--- config.mk ---
export PLATFORM = sky130hd
export DESIGN_NAME = runway_sequencer
export DESIGN_NICKNAME = d
export VERILOG_FILES = /design/src/rtl/runway_pkg.sv /design/src/rtl/runway_sequencer_rr_arbiter.sv /design/src/rtl/runway_sequencer.sv
export SDC_FILE = /design/constraint.sdc
export NUM_CORES = 1
export LEC_CHECK = 0
export ABC_AREA = 1
export CAP_MARGIN = 15
export CORE_UTILIZATION = 53
export CTS_BUF_LIST = sky130_fd_sc_hd__clkbuf_8 sky130_fd_sc_hd__clkbuf_16
export DETAILED_ROUTE_END_ITERATION = 8
export GPL_TIMING_DRIVEN = 0
export HOLD_SLACK_MARGIN = 0.06
export MAX_ROUTING_LAYER = met4
export PLACE_DENSITY = 0.78
export SLEW_MARGIN = 15
export SYNTH_ARGS = -nofsm -noshare
export SYNTH_HDL_FRONTEND = slang
export SYNTH_SLANG_ARGS = --single-unit
--- constraint.sdc ---
create_clock -name i_clk -period 1.9 [get_ports i_clk]
set_input_delay 0.38 -clock i_clk [delete_from_list [all_inputs] [get_ports i_clk]]
set_output_delay 0.38 -clock i_clk [all_outputs]
set_load 0.02 [all_outputs]
--- src/rtl/runway_pkg.sv ---
// Shared definitions for the runway sequencer and the pattern generator it
// feeds: sequencer state encoding, generator mode codes, and the mapping
// from the raw wind switches to a generator mode.
package runway_pkg;

    typedef enum logic [1:0] {
        IDLE  = 2'd0,
        LAND  = 2'd1,
        CLEAR = 2'd2
    } rs_state_t;

    localparam logic [1:0] MODE_CALM = 2'b00;
    localparam logic [1:0] MODE_R2L  = 2'b01;
    localparam logic [1:0] MODE_L2R  = 2'b10;

    // Wind code 11 has no pattern of its own, so it falls back to CALM.
    function automatic logic [1:0] wind_to_mode(input logic [1:0] wind);
        return (wind == 2'b11) ? MODE_CALM : wind;
    endfunction

endpackage

--- src/rtl/runway_sequencer_rr_arbiter.sv ---
// rr_arbiter: combinational round-robin pick.
// Ports:
//   i_req      N_REQ  request vector
//   i_ptr      PTR_W  index with highest priority this round
//   o_valid    1      any request present
//   o_winner   PTR_W  index of the first set request at or after i_ptr
//   o_onehot   N_REQ  one-hot form of o_winner (zero when !o_valid)
module rr_arbiter #(
    parameter int N_REQ = 3,
    parameter int PTR_W = 2
) (
    input  logic [N_REQ-1:0] i_req,
    input  logic [PTR_W-1:0] i_ptr,
    output logic             o_valid,
    output logic [PTR_W-1:0] o_winner,
    output logic [N_REQ-1:0] o_onehot
);

    // w_cand[k] is the index visited k-th in the scan starting at i_ptr.
    logic [PTR_W-1:0] w_cand [N_REQ];

    generate
        for (genvar gi = 0; gi < N_REQ; gi++) begin : g_cand
            assign w_cand[gi] = PTR_W'((32'(i_ptr) + gi) % N_REQ);
        end
    endgenerate

    // Scan from the far end back toward i_ptr so the nearest hit wins.
    always_comb begin
        o_valid  = 1'b0;
        o_winner = '0;
        o_onehot = '0;
        for (int k = N_REQ - 1; k >= 0; k--) begin
            if (i_req[w_cand[k]]) begin
                o_valid  = 1'b1;
                o_winner = w_cand[k];
            end
        end
        if (o_valid) begin
            o_onehot[o_winner] = 1'b1;
        end
    end

endmodule

--- src/rtl/runway_sequencer.sv ---
// runway_sequencer: grants the single runway pattern generator to one of
// N_REQ requesters at a time, round-robin, advancing only on i_tick.
// Ports:
//   i_clk        system clock
//   i_reset      asynchronous active-high reset
//   i_tick       one-cycle enable; all registers hold when low
//   i_req        level landing requests
//   i_wind       wind switches, latched at grant
//   o_grant      one-hot grant (registered)
//   o_busy       high in LAND or CLEAR
//   o_mode       generator mode (CALM outside LAND)
//   o_active_id  granted requester index, 0 when none
module runway_sequencer
    import runway_pkg::*;
#(
    parameter int N_REQ      = 3,
    parameter int LAND_TICKS = 6,
    parameter int GAP_TICKS  = 2
) (
    input  logic             i_clk,
    input  logic             i_reset,
    input  logic             i_tick,
    input  logic [N_REQ-1:0] i_req,
    input  logic [1:0]       i_wind,
    output logic [N_REQ-1:0] o_grant,
    output logic             o_busy,
    output logic [1:0]       o_mode,
    output logic [1:0]       o_active_id
);

    localparam int PTR_W   = (N_REQ > 1) ? $clog2(N_REQ) : 1;
    localparam int CNT_MAX = (LAND_TICKS > GAP_TICKS) ? LAND_TICKS : GAP_TICKS;
    localparam int CNT_W   = (CNT_MAX > 1) ? $clog2(CNT_MAX) : 1;

    rs_state_t        r_state;
    logic [CNT_W-1:0] r_cnt;
    logic [PTR_W-1:0] r_rr_ptr;
    logic [N_REQ-1:0] r_grant;
    logic             r_busy;
    logic [1:0]       r_mode;
    logic [1:0]       r_active_id;

    logic             w_valid;
    logic [PTR_W-1:0] w_winner;
    logic [N_REQ-1:0] w_onehot;
    logic             w_land_done;
    logic             w_abort;
    logic [PTR_W-1:0] w_next_ptr;

    rr_arbiter #(
        .N_REQ (N_REQ),
        .PTR_W (PTR_W)
    ) u_arb (
        .i_req    (i_req),
        .i_ptr    (r_rr_ptr),
        .o_valid  (w_valid),
        .o_winner (w_winner),
        .o_onehot (w_onehot)
    );

    assign w_land_done = (r_cnt == CNT_W'(LAND_TICKS - 1));
    // Requester withdrew mid-landing: leave the runway early.
    assign w_abort     = ~i_req[r_active_id[PTR_W-1:0]];
    // The requester just served drops to lowest priority for the next round.
    assign w_next_ptr  = (r_active_id == 2'(N_REQ - 1)) ? '0
                                                          : PTR_W'(r_active_id + 2'd1);

    always_ff @(posedge i_clk or posedge i_reset) begin
        if (i_reset) begin
            r_state     <= IDLE;
            r_cnt       <= '0;
            r_rr_ptr    <= '0;
            r_grant     <= '0;
            r_busy      <= 1'b0;
            r_mode      <= MODE_CALM;
            r_active_id <= 2'd0;
        end else if (i_tick) begin
            case (r_state)
                IDLE: begin
                    if (w_valid) begin
                        r_state     <= LAND;
                        r_grant     <= w_onehot;
                        r_active_id <= 2'(w_winner);
                        r_mode      <= wind_to_mode(i_wind);
                        r_busy      <= 1'b1;
                        r_cnt       <= '0;
                    end
                end
                LAND: begin
                    if (w_land_done || w_abort) begin
                        r_state     <= CLEAR;
                        r_grant     <= '0;
                        r_mode      <= MODE_CALM;
                        r_cnt       <= '0;
                        r_rr_ptr    <= w_next_ptr;
                        r_active_id <= 2'd0;
                    end else begin
                        r_cnt <= r_cnt + 1'b1;
                    end
                end
                CLEAR: begin
                    if (r_cnt == CNT_W'(GAP_TICKS - 1)) begin
                        r_state <= IDLE;
                        r_busy  <= 1'b0;
                        r_cnt   <= '0;
                    end else begin
                        r_cnt <= r_cnt + 1'b1;
                    end
                end
                default: begin
                    r_state <= IDLE;
                    r_grant <= '0;
                    r_busy  <= 1'b0;
                    r_mode  <= MODE_CALM;
                    r_cnt   <= '0;
                end
            endcase
        end
    end

    assign o_grant     = r_grant;
    assign o_busy      = r_busy;
    assign o_mode      = r_mode;
    assign o_active_id = r_active_id;

endmodule

Yosys cells after proc, flatten, opt, wreduce, memory -nomap -nowiden
Cells that the tools add are included.
{ "classes": {"bitwise": 3, "magnitude_cmp": 6, "mux": 37, "addsub": 4, "reduce_logical": 10, "div_mod_pow": 3, "eq_ne": 9} }
{ "ops": {"columns": ["cell", "count"], "rows": [
  ["$mod A32 B2 Y32 const B", 2],
  ["$mod A2 B2 Y32 const B", 1],
  ["$mux W2", 11],
  ["$pmux W3 S3", 2],
  ["$reduce_and A4 Y1", 4],
  ["$lt A2 B3 Y1 const B", 5],
  ["$mux W3", 5],
  ["$pmux W2 S3", 2],
  ["$mux W1", 10],
  ["$bmux W1 S2", 4],
  ["$eq A2 B2 Y1 const B", 3],
  ["$ne A2 B2 Y1 const B", 2],
  ["$pmux W2 S2", 1],
  ["$add A2 B1 Y3 const B", 1],
  ["$add A2 B2 Y3 const B", 1],
  ["$add A3 B1 Y3 const B", 1],
  ["$eq A3 B1 Y1 const B", 1],
  ["$eq A3 B3 Y1 const B", 1],
  ["$not A1 Y1", 3],
  ["$pmux W1 S3", 1],
  ["$reduce_and A3 Y1", 1],
  ["$add A2 B1 Y2 const B", 1],
  ["$demux W1 S2", 1],
  ["$eq A2 B1 Y1 const B", 1],
  ["7 further kinds", 7]
]} }
{ "totals": {"output_inout_bits": 8, "register_bits": 15, "in_bits": 8, "word_cells": 79} }

Logic depth before layout (Yosys ltp)
Gate-level depths: netlist of run 1.
{ "logic_depth": {"depth_word": 13, "mapped_depth": 13, "depth_no_buf": 13} }

By module
From an unflattened synthesis of run 1, not the netlist that was laid out.
{ "hier_totals": {"cells_unflattened": 157, "hier_area_um2": 1118.6} }
{ "by_module_without_submodules": {"columns": ["mod", "seq_area_each_um2", "area_each_um2", "cells_per_inst", "n_inst"], "rows": [
  ["runway_sequencer", 375.4, 863.3, 113, 1],
  ["rr_arbiter", 0.0, 255.2, 44, 1]
]} }

Worst setup path before layout of run 1
OpenSTA, ideal clock, no wires.
{ "synth_path": {"path_kind": "register -> register", "from": "register r_rr_ptr[0]", "to": "register r_grant[1], in the netlist o_grant[1]", "setup_time_ns": 0.065, "t_required_ns": 1.835, "arrival_time_ns": 1.631, "setup_slack_ns": 0.204, "path_stages_with_launch": 14, "path_buffers": 0, "synth_period_minus_slack_ns": 1.696, "cell_sequence": "dfrtp_1 inv_1 ha_1 inv_2 nand2_1 nand3_1 nand2_2 nand2_2 nor2_4 nor2_8 nand2_4 nor2_2 nand2_1 nand2_1"} }
{ "synth_between": {"elab_chain_len": 13, "word_cells_on_any_way": 26, "cone_classes": "2 x add/sub; 3 x div; 2 x order compare; 1 x eq/ne; 16 x mux; 2 x reduce/logical"} }
{ "synth_rtl": {"columns": ["element", "line_no", "rtl"], "rows": [
  ["start, declared", "runway_sequencer.sv:37", "logic [PTR_W-1:0] r_rr_ptr;"],
  ["start signal, assigned", "runway_sequencer.sv:95", "r_rr_ptr <= w_next_ptr;"],
  ["$add A2 B2 Y3", "runway_sequencer_rr_arbiter.sv:24", "assign w_cand[gi] = PTR_W'((32'(i_ptr) + gi) % N_REQ);"],
  ["$mod A32 B2 Y32", "runway_sequencer_rr_arbiter.sv:24", null],
  ["$bmux W1 S2", "runway_sequencer_rr_arbiter.sv:34", "if (i_req[w_cand[k]]) begin"],
  ["$mux W1 (not written as such)", "runway_sequencer_rr_arbiter.sv:34", null],
  ["$mux W2 (3 in series)", "runway_sequencer_rr_arbiter.sv:34", null],
  ["$lt A2 B3 Y1 (not written as such) or $ge A2 B1 Y1 (tied branches)", "runway_sequencer_rr_arbiter.sv:40", "o_onehot[o_winner] = 1'b1;"],
  ["$logic_and A1 B1 Y1 (not written as such)", "runway_sequencer_rr_arbiter.sv:40", null],
  ["$mux W1 (not written as such)", "runway_sequencer_rr_arbiter.sv:40", null],
  ["$demux W1 S2", null, null],
  ["$mux W3", "runway_sequencer.sv:80", "if (w_valid) begin"],
  ["$pmux W3 S3", "runway_sequencer.sv:78", "case (r_state)"],
  ["end signal, assigned", "runway_sequencer.sv:82", "r_grant <= w_onehot;"],
  ["end, declared", "runway_sequencer.sv:38", "logic [N_REQ-1:0] r_grant;"]
]} }
Parallel ways exist; a longest one is shown, timed or not. The select of a mux whose other input is x is not followed.
A chain may end at the register's enable or synchronous reset.

Worst setup path in the final report of run 1
{ "layout_path": {"from": "register r_rr_ptr[0]", "to": "register r_cnt[2]"} }
{ "layout_between": {"elab_chain_len": 9, "word_cells_on_any_way": 16, "cone_classes": "2 x add/sub; 3 x div; 1 x eq/ne; 9 x mux; 1 x reduce/logical"} }
{ "layout_rtl": {"columns": ["element", "line_no", "rtl"], "rows": [
  ["$add A2 B2 Y3", "runway_sequencer_rr_arbiter.sv:24", null],
  ["$mod A32 B2 Y32", "runway_sequencer_rr_arbiter.sv:24", null],
  ["$bmux W1 S2", "runway_sequencer_rr_arbiter.sv:34", null],
  ["$mux W1 (not written as such)", "runway_sequencer_rr_arbiter.sv:34", null],
  ["$mux W1 (2 in series)", "runway_sequencer_rr_arbiter.sv:34", null],
  ["$mux W1 (*)", "runway_sequencer_rr_arbiter.sv:34", null],
  ["$ne A2 B1 Y1 (no line) (*)", null, null],
  ["$reduce_and A2 Y1 (no line) (*)", null, null],
  ["end signal, assigned", "runway_sequencer.sv:98", "r_cnt <= r_cnt + 1'b1;"],
  ["end signal, assigned", "runway_sequencer.sv:107", "r_cnt <= r_cnt + 1'b1;"],
  ["end, declared", "runway_sequencer.sv:36", "logic [CNT_W-1:0] r_cnt;"]
]} }
Mark *: on every way between the ends. The rest lies on a longest branch, timed or not. The select of a mux whose other input is x is not followed.

==> reports/qor.yml, run 1 <==
layout-drive-gt1-share: 0.110
avgSynthCellArea_sq_um: 6.90
p_per_area_nw_per_um2: 1720
htree_levels: 1
area_delta_synth_final_pct: 26.0
ys_ff_latch: 15
p_seq_frac: 0.224
cp_slowest_cell: "dfrtp_1"
grt_pass1_vias: 931
firstDrtPassIters: 4
hold_viol_final: 0
grtUsageTotal: 0.255
clkSlewWorstSetupHoldPaths_ps: 70
holdBufCountCts: 0
fin_skew_ps: 4.85
gp_congestion: 0.908
clock_latency_ps: 260
worst_ir_drop_vdd_mv: 1.10
clkPwrFrac: 0.111
clk_path_buf_depth: 2
period_share: 0.960
syn_nets: 179
ios: 16
p_sw_uw: 1220
core_sq_um: 1960
path_cells: "inv_2 > ha_4 > inv_2 > nand2_1 > nand3_1 > nand2_2 > nand2_4 > nor2_4 > nor2_8 > buf_4 > nand3_1 > o21ai_1"
cts.sink_count: 15
via_per_inst: 5.22
rows: 16
num_antenna_cells: 0
finalInstanceArea_sq_um: 1400
synth_top_area_cell: "dfrtp_1"
synth_cell_type_count: 21
ctsRootBufferMaster: "clkbuf_8"
die-area_sq_um: 2280
setup_viol: 0
grt_max_degree: 16
top_layer_used: "met4"
die_width_um: 47.8
synth_warnings: 0
maxCapViolCount: 0
nNetsFinal: 201
startpoint_type: "flop"
worstSetupPathType: "reg2reg"
grt_overflow: 0
cp_max_fo: 6
start_util: 0.566
dr_wl_met3_um: 110
vias: 1090
slew_violations: 0
cts_tree: "done"
yosysTopAreaCellShare: 0.338
critPathMaxStageDelay_ps: 380
max_freq_mhz: 548
syn_inst: 161
hpwl_um: 1940
antenna_found_initial: 0
pwr-share-comb: 0.665
placed_area_sq_um: 1290
drtAntennaViolNets: 0
numCtsBuffers: 3
die_h_um: 47.8
hold_path_class: "reg2reg"
dr_wl_met2_um: 1390
drcViolationCount: 0
ys_top_cells_by_area: "dfrtp_1 34%, nand2_1 19%, ha_1 11%"
power_uw: 2400
finalCriticalPeriod_ps: 1820
syn_area_sq_um: 1110
grt_pass1_wl_um: 3860
max_slew.worst_pin.slew_ps: 604
synth.yosys.seq_area_share: 0.338
port_buffers: 15
status: "finished, final reports clean"
met1_length_um: 1060
intPower_uw: 1190
cp.arrival_ps: 1970
fillerInstances: 166
required_ps: 2040
first_iter_violations: 35
detail_route.wl_per_cell_um: 12.4
sw_frac_of_total: 0.506
p_leak_uw: 0.000732
drt_wl_total_um: 2580
relSlewSlack: 0.597
crit_path_end_kind: "flop"
## placed cells by master, fill, tap and decap left out, drive strengths merged
master / instances
nor3: 1
inv: 25
dfrtp: 15
a21oi: 1
nand3b: 1
a21boi: 1
xor2: 1
clkinv: 1
buf: 2
clkdlybuf4s50: 15
o21ai: 11
clkbuf: 3
nand4: 1
and2: 1
nor2: 11
nand3: 22
ha: 10
nand2: 60
## power by group through the flow
stage / Combinational [uW] / Clock [uW] / Sequential (uW)
detailed placement: 1410 / 0 / 539
floorplan: 980 / 0 / 593
global route: 1770 / 284 / 553
CTS: 1470 / 272 / 538
global placement: 1360 / 0 / 529
finish: 1600 / 267 / 538
## worst max-delay path, delay by kind of cell (launching register included)
| kind | cells | cell delay, ps |
|---|---|---|
| buffers and inverters | 3 | 280 |
| flip-flops | 1 | 380 |
| adder cells (fa/ha/maj) | 1 | 290 |
| AO/OA/AOI/OAI | 1 | 60 |
| AND/OR/NAND/NOR | 7 | 700 |
## sequential cells by signal (all words and copies together) (netlist names)
register,flops
o_active_id,2
o_busy,1
o_grant,3
o_mode,2
r_cnt,3
r_rr_ptr,2
r_state,2
## cells in the mapped netlist
| cell | number |
|---|---|
| o21ai_0 | 2 |
| dfrtp_1 | 15 |
| and2_1 | 1 |
| nand2_2 | 2 |
| inv_2 | 3 |
| nor2_1 | 8 |
| a21oi_1 | 1 |
| nand2_4 | 1 |
| xor2_1 | 1 |
| nand2_1 | 57 |
| nand3b_1 | 1 |
| nor2_8 | 1 |
| inv_1 | 22 |
| nand4_1 | 1 |
| nor2_2 | 1 |
| ha_1 | 10 |
| o21ai_1 | 9 |
| nand3_1 | 22 |
| nor2_4 | 1 |
| a21boi_0 | 1 |
| nor3_1 | 1 |
## routing by layer
layer	up-vias	track usage
li1	549	-
met1	510	0.283
met2	29	0.457
met3	2	0.0453
met4	0	0.0833
met5	-	-
## worst paths after layout
| path | endpoint | cells past startpoint | startpoint | slack, ps |
|---|---|---|---|---|
| min reg2reg | o_grant[1]$_DFFE_PP0P_ | 2 | o_grant[1]$_DFFE_PP0P_ | 480 |
| min in group asynchronous | r_state[0]$_DFFE_PP0P_ | 2 | i_reset | 500 |
| max reg2reg | r_cnt[2]$_DFFE_PP0P_ | 12 | r_rr_ptr[0]$_DFFE_PP0P_ | 80 |
| max | r_cnt[2]$_DFFE_PP0P_ | 12 | r_rr_ptr[0]$_DFFE_PP0P_ | 80 |
| min | o_grant[1]$_DFFE_PP0P_ | 2 | o_grant[1]$_DFFE_PP0P_ | 480 |
| max in group asynchronous | r_rr_ptr[1]$_DFFE_PP0P_ | 2 | i_reset | 1010 |
## kinds of logic (layout without fill, tap and decap cells)
logic type / Yosys count / count (layout) / synth area share
flip-flops: 15 / 15 / 0.338
XOR/XNOR: 1 / 1 / 0.00788
AND/OR/NAND/NOR: 97 / 97 / 0.396
AO/OA/AOI/OAI: 13 / 13 / 0.0608
buffers and inverters: 25 / 46 / 0.0845
adder cells (fa/ha/maj): 10 / 10 / 0.113
## through the flow
stage	setup TNS (ps)	utilization	instances	hold slack, ps	worst slack, ps
2_1_floorplan	0	-	161	281	204
3_3_place_gp	-314	0.660	203	462	-65.8
3_5_place_dp	-674	0.660	203	466	-100
4_1_cts	0	0.692	207	484	9.03
5_1_grt	-7.49	0.714	209	519	-7.49
6_report	0	0.714	209	478	75.5
## timing repair
action | 4_1_cts | 5_1_grt
pin swaps | 0 | 2
buffers inserted | 0 | 2
gates cloned | 0 | 0
setup endpoints to repair | 8 | 11
gates resized for setup | 2 | 6
## final cells by class
cell class	count	area (sq um)	area share
Tap cell	27	33.8	0.0241
Clock buffer	3	41.3	0.0295
Sequential cell	15	375	0.268
Timing Repair Buffer	17	165	0.118
Multi-Input combinational cell	121	686	0.490
Clock inverter	1	5.00	0.00357
Inverter	25	93.8	0.0670
Power figures use the tool's default switching activity.
==> inputs of run 2 (changes only) <==
Settings changed: SKIP_CTS_REPAIR_TIMING from default to 1.
==> run 2 against run 1 <==
Clock skew rose by 3.1 ps. First-iteration DRC count fell by 26%. Non-clock buffer count did not move. Highest routed layer unchanged. Sequential share of layout area rose by 0.096 points. Largest cell class unchanged. Largest power group unchanged. Total power rose by 0.34%. Critical endpoint unchanged. Global-route usage fell by 1.0 points. Sequential power barely moved. Flip-flop and latch count did not move.
==> reports/qor.yml, run 2 (same netlist as run 1, synthesis figures left out) <==
ios: 16
grt_pass1_wl_um: 3710
reg2reg_to: "r_cnt[2]$_DFFE_PP0P_"
detail_route.wl_per_cell_um: 12.7
pwr-share-comb: 0.664
worstSetupPathType: "reg2reg"
crit_path_end_kind: "flop"
placed_area_sq_um: 1290
fin_skew_ps: 7.93
grtUsageTotal: 0.245
drcViolationCount: 0
rr_worst_depth: 12
vias: 1087
gp_congestion: 0.908
fin_ws_ps: 36.4
num_antenna_cells: 0
firstDrtPassIters: 4
max_slew.worst_pin.slew_ps: 596
mostFrequentLayoutCell: "nand2_1"
p_leak_uw: 0.000732
grt_pass1_vias: 898
cts_tree: "done"
nNetsFinal: 201
die-area_sq_um: 2280
start_util: 0.566
clkPwrFrac: 0.112
reg2reg_slack_ps: 40
finalInstanceArea_sq_um: 1400
p_sw_uw: 1220
clk_path_buf_depth: 2
sw_frac_of_total: 0.506
numCtsBuffers: 3
hold_viol_final: 0
clkSlewWorstSetupHoldPaths_ps: 70
layout.cells.most_common_list: "57 x nand2_1, 21 x inv_1, 20 x nand3_1"
die_h_um: 47.8
cp_max_fo: 6
cp-startpoint: "r_rr_ptr[0]$_DFFE_PP0P_"
intPower_uw: 1190
area_delta_synth_final_pct: 25.6
p_per_area_nw_per_um2: 1730
rows: 16
finalCriticalPeriod_ps: 1860
layout-drive-gt1-share: 0.115
startpoint_type: "flop"
core_sq_um: 1960
period_share: 0.981
whs_path_depth: 2
port_buffers: 15
slew_violations: 0
clock_latency_ps: 260
via_per_inst: 5.20
place_ws_ps: -100
max_freq_mhz: 537
antenna_found_initial: 0
drt_wl_total_um: 2650
hold_path_class: "reg2reg"
cts.sink_count: 15
relSlewSlack: 0.602
hp-start: "o_grant[1]$_DFFE_PP0P_"
p_seq_frac: 0.224
status: "finished, final reports clean"
setup_viol: 0
worstReg2RegStart: "r_rr_ptr[0]$_DFFE_PP0P_"
htree_levels: 1
cp.arrival_ps: 2000
maxCapViolCount: 0
grt_overflow: 0
die_width_um: 47.8
grt_max_degree: 16
endpoint: "r_cnt[2]$_DFFE_PP0P_"
ctsRootBufferMaster: "clkbuf_8"
hpwl_um: 1940
worst_ir_drop_vdd_mv: 1.11
first_iter_violations: 26
drtAntennaViolNets: 0
required_ps: 2040
## run 2: cell counts in the layout (fill, tap and decap cells not counted)
Identical to the previous run, type by type.
## run 2: power by group through the flow
| stage | clock network (uW) | logic, uW | registers [uW] |
|---|---|---|---|
| after floorplan | 0 | 980 | 593 |
| after global placement | 0 | 1360 | 529 |
| after detailed placement | 0 | 1410 | 539 |
| after CTS | 272 | 1430 | 533 |
| after global routing | 284 | 1780 | 556 |
| final | 270 | 1600 | 539 |
## run 2: area by class of cell
type | count | area [sq um]
clock buffers | 3 | 41.3
clock inverters | 1 | 5.00
fillers | 166 | 567
inverters | 25 | 93.8
multi-input cells | 121 | 681
flip-flops and latches | 15 | 375
well taps | 27 | 33.8
repair buffers | 17 | 165
## run 2: metal layers
| layer | GRT usage | routed length [um] | vias up |
|---|---|---|---|
| met2 | 0.432 | 1390 | 22 |
| met3 | 0.0491 | 81 | 7 |
| met5 | - | 0 | - |
| met4 | 0.0833 | 57 | 0 |
| met1 | 0.272 | 1120 | 509 |
| li1 | - | - | 549 |
## run 2: how the worst min path moves through the flow
stage	end	slack, ps
after CTS	o_grant[1]$_DFFE_PP0P_	480
after global routing	o_mode[0]$_DFFE_PP0P_	520
final	o_grant[1]$_DFFE_PP0P_	480
after global placement	o_grant[1]$_DFFE_PP0P_	460
after detailed placement	o_grant[1]$_DFFE_PP0P_	470
after floorplan	o_active_id[0]$_DFFE_PP0P_	280
## run 2: per-stage QoR
stage          TNS [ps]  power (uW)  hold slack (ps)  cells   util
5_1_grt           -52.7        2620              519    209  0.711
3_5_place_dp       -674        1950              466    203  0.660
6_report              0        2410              482    209  0.711
2_1_floorplan         0        1570              281    161      -
3_3_place_gp       -314        1890              462    203  0.660
4_1_cts            -299        2230              484    207  0.684
## run 2: critical path: stages (launching register included)
cell     delay, ps
dfrtp_1        390
inv_2           80
ha_4           300
inv_2           60
nand2_1         70
nand3_1        140
nand2_2        150
nand2_4         80
nor2_4         140
nor2_8          70
buf_4          150
nand3_1         70
o21ai_1         60
==> inputs of run 3 (changes only) <==
Settings changed: CTS_BUF_LIST sky130_fd_sc_hd__clkbuf_8 sky130_fd_sc_hd__clkbuf_16 to sky130_fd_sc_hd__clkbuf_16.
==> run 3 against run 2 <==
Flip-flop and latch count unchanged. Setup slack worse by 2.7 ps. Non-clock buffer count down 1. Register-to-register slack about the same. Largest cell class unchanged. Routed wire length up 0.83%. First-iteration DRC count up 54%. Final cell count down 0.48%. Hold slack worse by 5.5 ps. Clock power up 54%. Sequential share of layout area down 0.50 points.
==> reports/qor.yml, run 3 (same netlist as run 1, synthesis figures left out) <==
status: "finished, final reports clean"
worst-path-buf-inv: 3
p_per_area_nw_per_um2: 1780
finalCriticalPeriod_ps: 1870
cts.sink_count: 15
slew_violations: 0
rr_worst_depth: 12
whs_endpoint: "o_grant[1]$_DFFE_PP0P_"
worstReg2RegStart: "r_rr_ptr[0]$_DFFE_PP0P_"
core_sq_um: 1960
cp.arrival_ps: 2000
reg2reg_slack_ps: 30
p_leak_uw: 0.000743
hpwl_um: 1940
gr-usage-met1: 0.279
drtAntennaViolNets: 0
use_met2: 0.446
die-area_sq_um: 2280
place_ws_ps: -100
start_util: 0.566
die_width_um: 47.8
period_share: 0.982
busiest_layer: "met2"
drcViolationCount: 0
reg2reg_to: "r_cnt[2]$_DFFE_PP0P_"
multi_input_area_sq_um: 681
clk_path_buf_depth: 2
port_buffers: 15
startpoint_type: "flop"
cts_tree: "done"
htree_levels: 1
cp_max_fo: 6
drt_wl_total_um: 2670
worst_ir_drop_vdd_mv: 1.01
clkSlewWorstSetupHoldPaths_ps: 50
setup_viol: 0
register_area_sq_um: 375
critical-path-top-delay-family: "simple AND/OR/NAND/NOR gates"
worstSetupPathType: "reg2reg"
crit_path_end_kind: "flop"
placed_area_sq_um: 1290
grtUsageTotal: 0.255
antenna_found_initial: 0
ctsRootBufferMaster: "clkbuf_16"
area_delta_synth_final_pct: 27.9
mostFrequentLayoutCell: "nand2_1"
finalInstanceArea_sq_um: 1420
required_ps: 2030
fin_skew_ps: 5.22
first_iter_violations: 40
whs_path_depth: 2
firstDrtPassIters: 4
ios: 16
cp_slowest_cell: "dfrtp_1"
hp-start: "o_grant[1]$_DFFE_PP0P_"
layout-drive-gt1-share: 0.110
fin_ws_ps: 33.7
final_util: 0.724
layout.cells.most_common_list: "57 x nand2_1, 21 x inv_1, 20 x nand3_1"
via_per_inst: 5.25
die_h_um: 47.8
num_antenna_cells: 0
detail_route.wl_per_cell_um: 12.9
max_slew.worst_pin.slew_ps: 623
grt_overflow: 0
fillerInstances: 158
grt_pass1_wl_um: 3840
gp_congestion: 0.908
path_cells: "inv_2 > ha_4 > inv_2 > nand2_1 > nand3_1 > nand2_2 > nand2_4 > nor2_4 > nor2_8 > buf_4 > nand3_1 > o21ai_1"
setup_tns_ps: 0
hold_viol_final: 0
grt_pass1_vias: 930
vias: 1093
hold_path_class: "reg2reg"
critPathMaxStageDelay_ps: 390
globalRouteMet3Util: 0.0491
clock_latency_ps: 250
rows: 16
maxCapViolCount: 0
grt_max_degree: 16
max_freq_mhz: 536
numCtsBuffers: 3
nNetsFinal: 200
relSlewSlack: 0.584
==> run 3: stage by stage <==
stage | hold slack (ps) | instances | total power [uW]
CTS | 480 | 207 | 2400
global route | 516 | 208 | 2740
floorplan | 281 | 161 | 1570
detailed placement | 466 | 203 | 1950
finish | 476 | 208 | 2530
global placement | 462 | 203 | 1890
==> run 3: metal layers <==
metal | vias to the layer above | routed length, um
met2 | 28 | 1400
met5 | - | 0
met1 | 515 | 1140
met3 | 4 | 100
met4 | 0 | 26
li1 | 546 | -
==> run 3: power by group <==
group | total, uW | leakage (uW) | switching (uW) | internal [uW]
Clock | 417 | 0.0000409 | 136 | 281
Combinational | 1570 | 0.000504 | 992 | 581
Sequential | 541 | 0.000198 | 104 | 437
Total | 2530 | 0.000743 | 1230 | 1300
==> run 3: tightest hold or removal path, delay by kind of cell (launching register included) <==
kind	cells	cell delay, ps
simple gates	2	100
flops	1	340
==> run 3: worst max path at each step <==
stage	end	slack [ps]	startpoint	cells past startpoint
after global routing	o_mode[0]$_DFFE_PP0P_	-40	r_rr_ptr[0]$_DFFE_PP0P_	13
after CTS	o_grant[0]$_DFFE_PP0P_	-70	r_rr_ptr[0]$_DFFE_PP0P_	11
final	r_cnt[2]$_DFFE_PP0P_	30	r_rr_ptr[0]$_DFFE_PP0P_	12
after global placement	o_grant[1]$_DFFE_PP0P_	-70	i_req[1]	11
after floorplan	o_grant[1]$_DFFE_PP0P_	200	r_rr_ptr[0]$_DFFE_PP0P_	13
after detailed placement	o_mode[1]$_DFFE_PP0P_	-100	i_req[2]	11
==> run 3: area by class of cell <==
class                      instances  area share
clock inverter                     1     0.00352
multi-input combinational        121       0.479
sequential                        15       0.264
timing repair buffer              16       0.111
clock buffer                       3      0.0528
inverter                          25      0.0660
tap                               27      0.0238
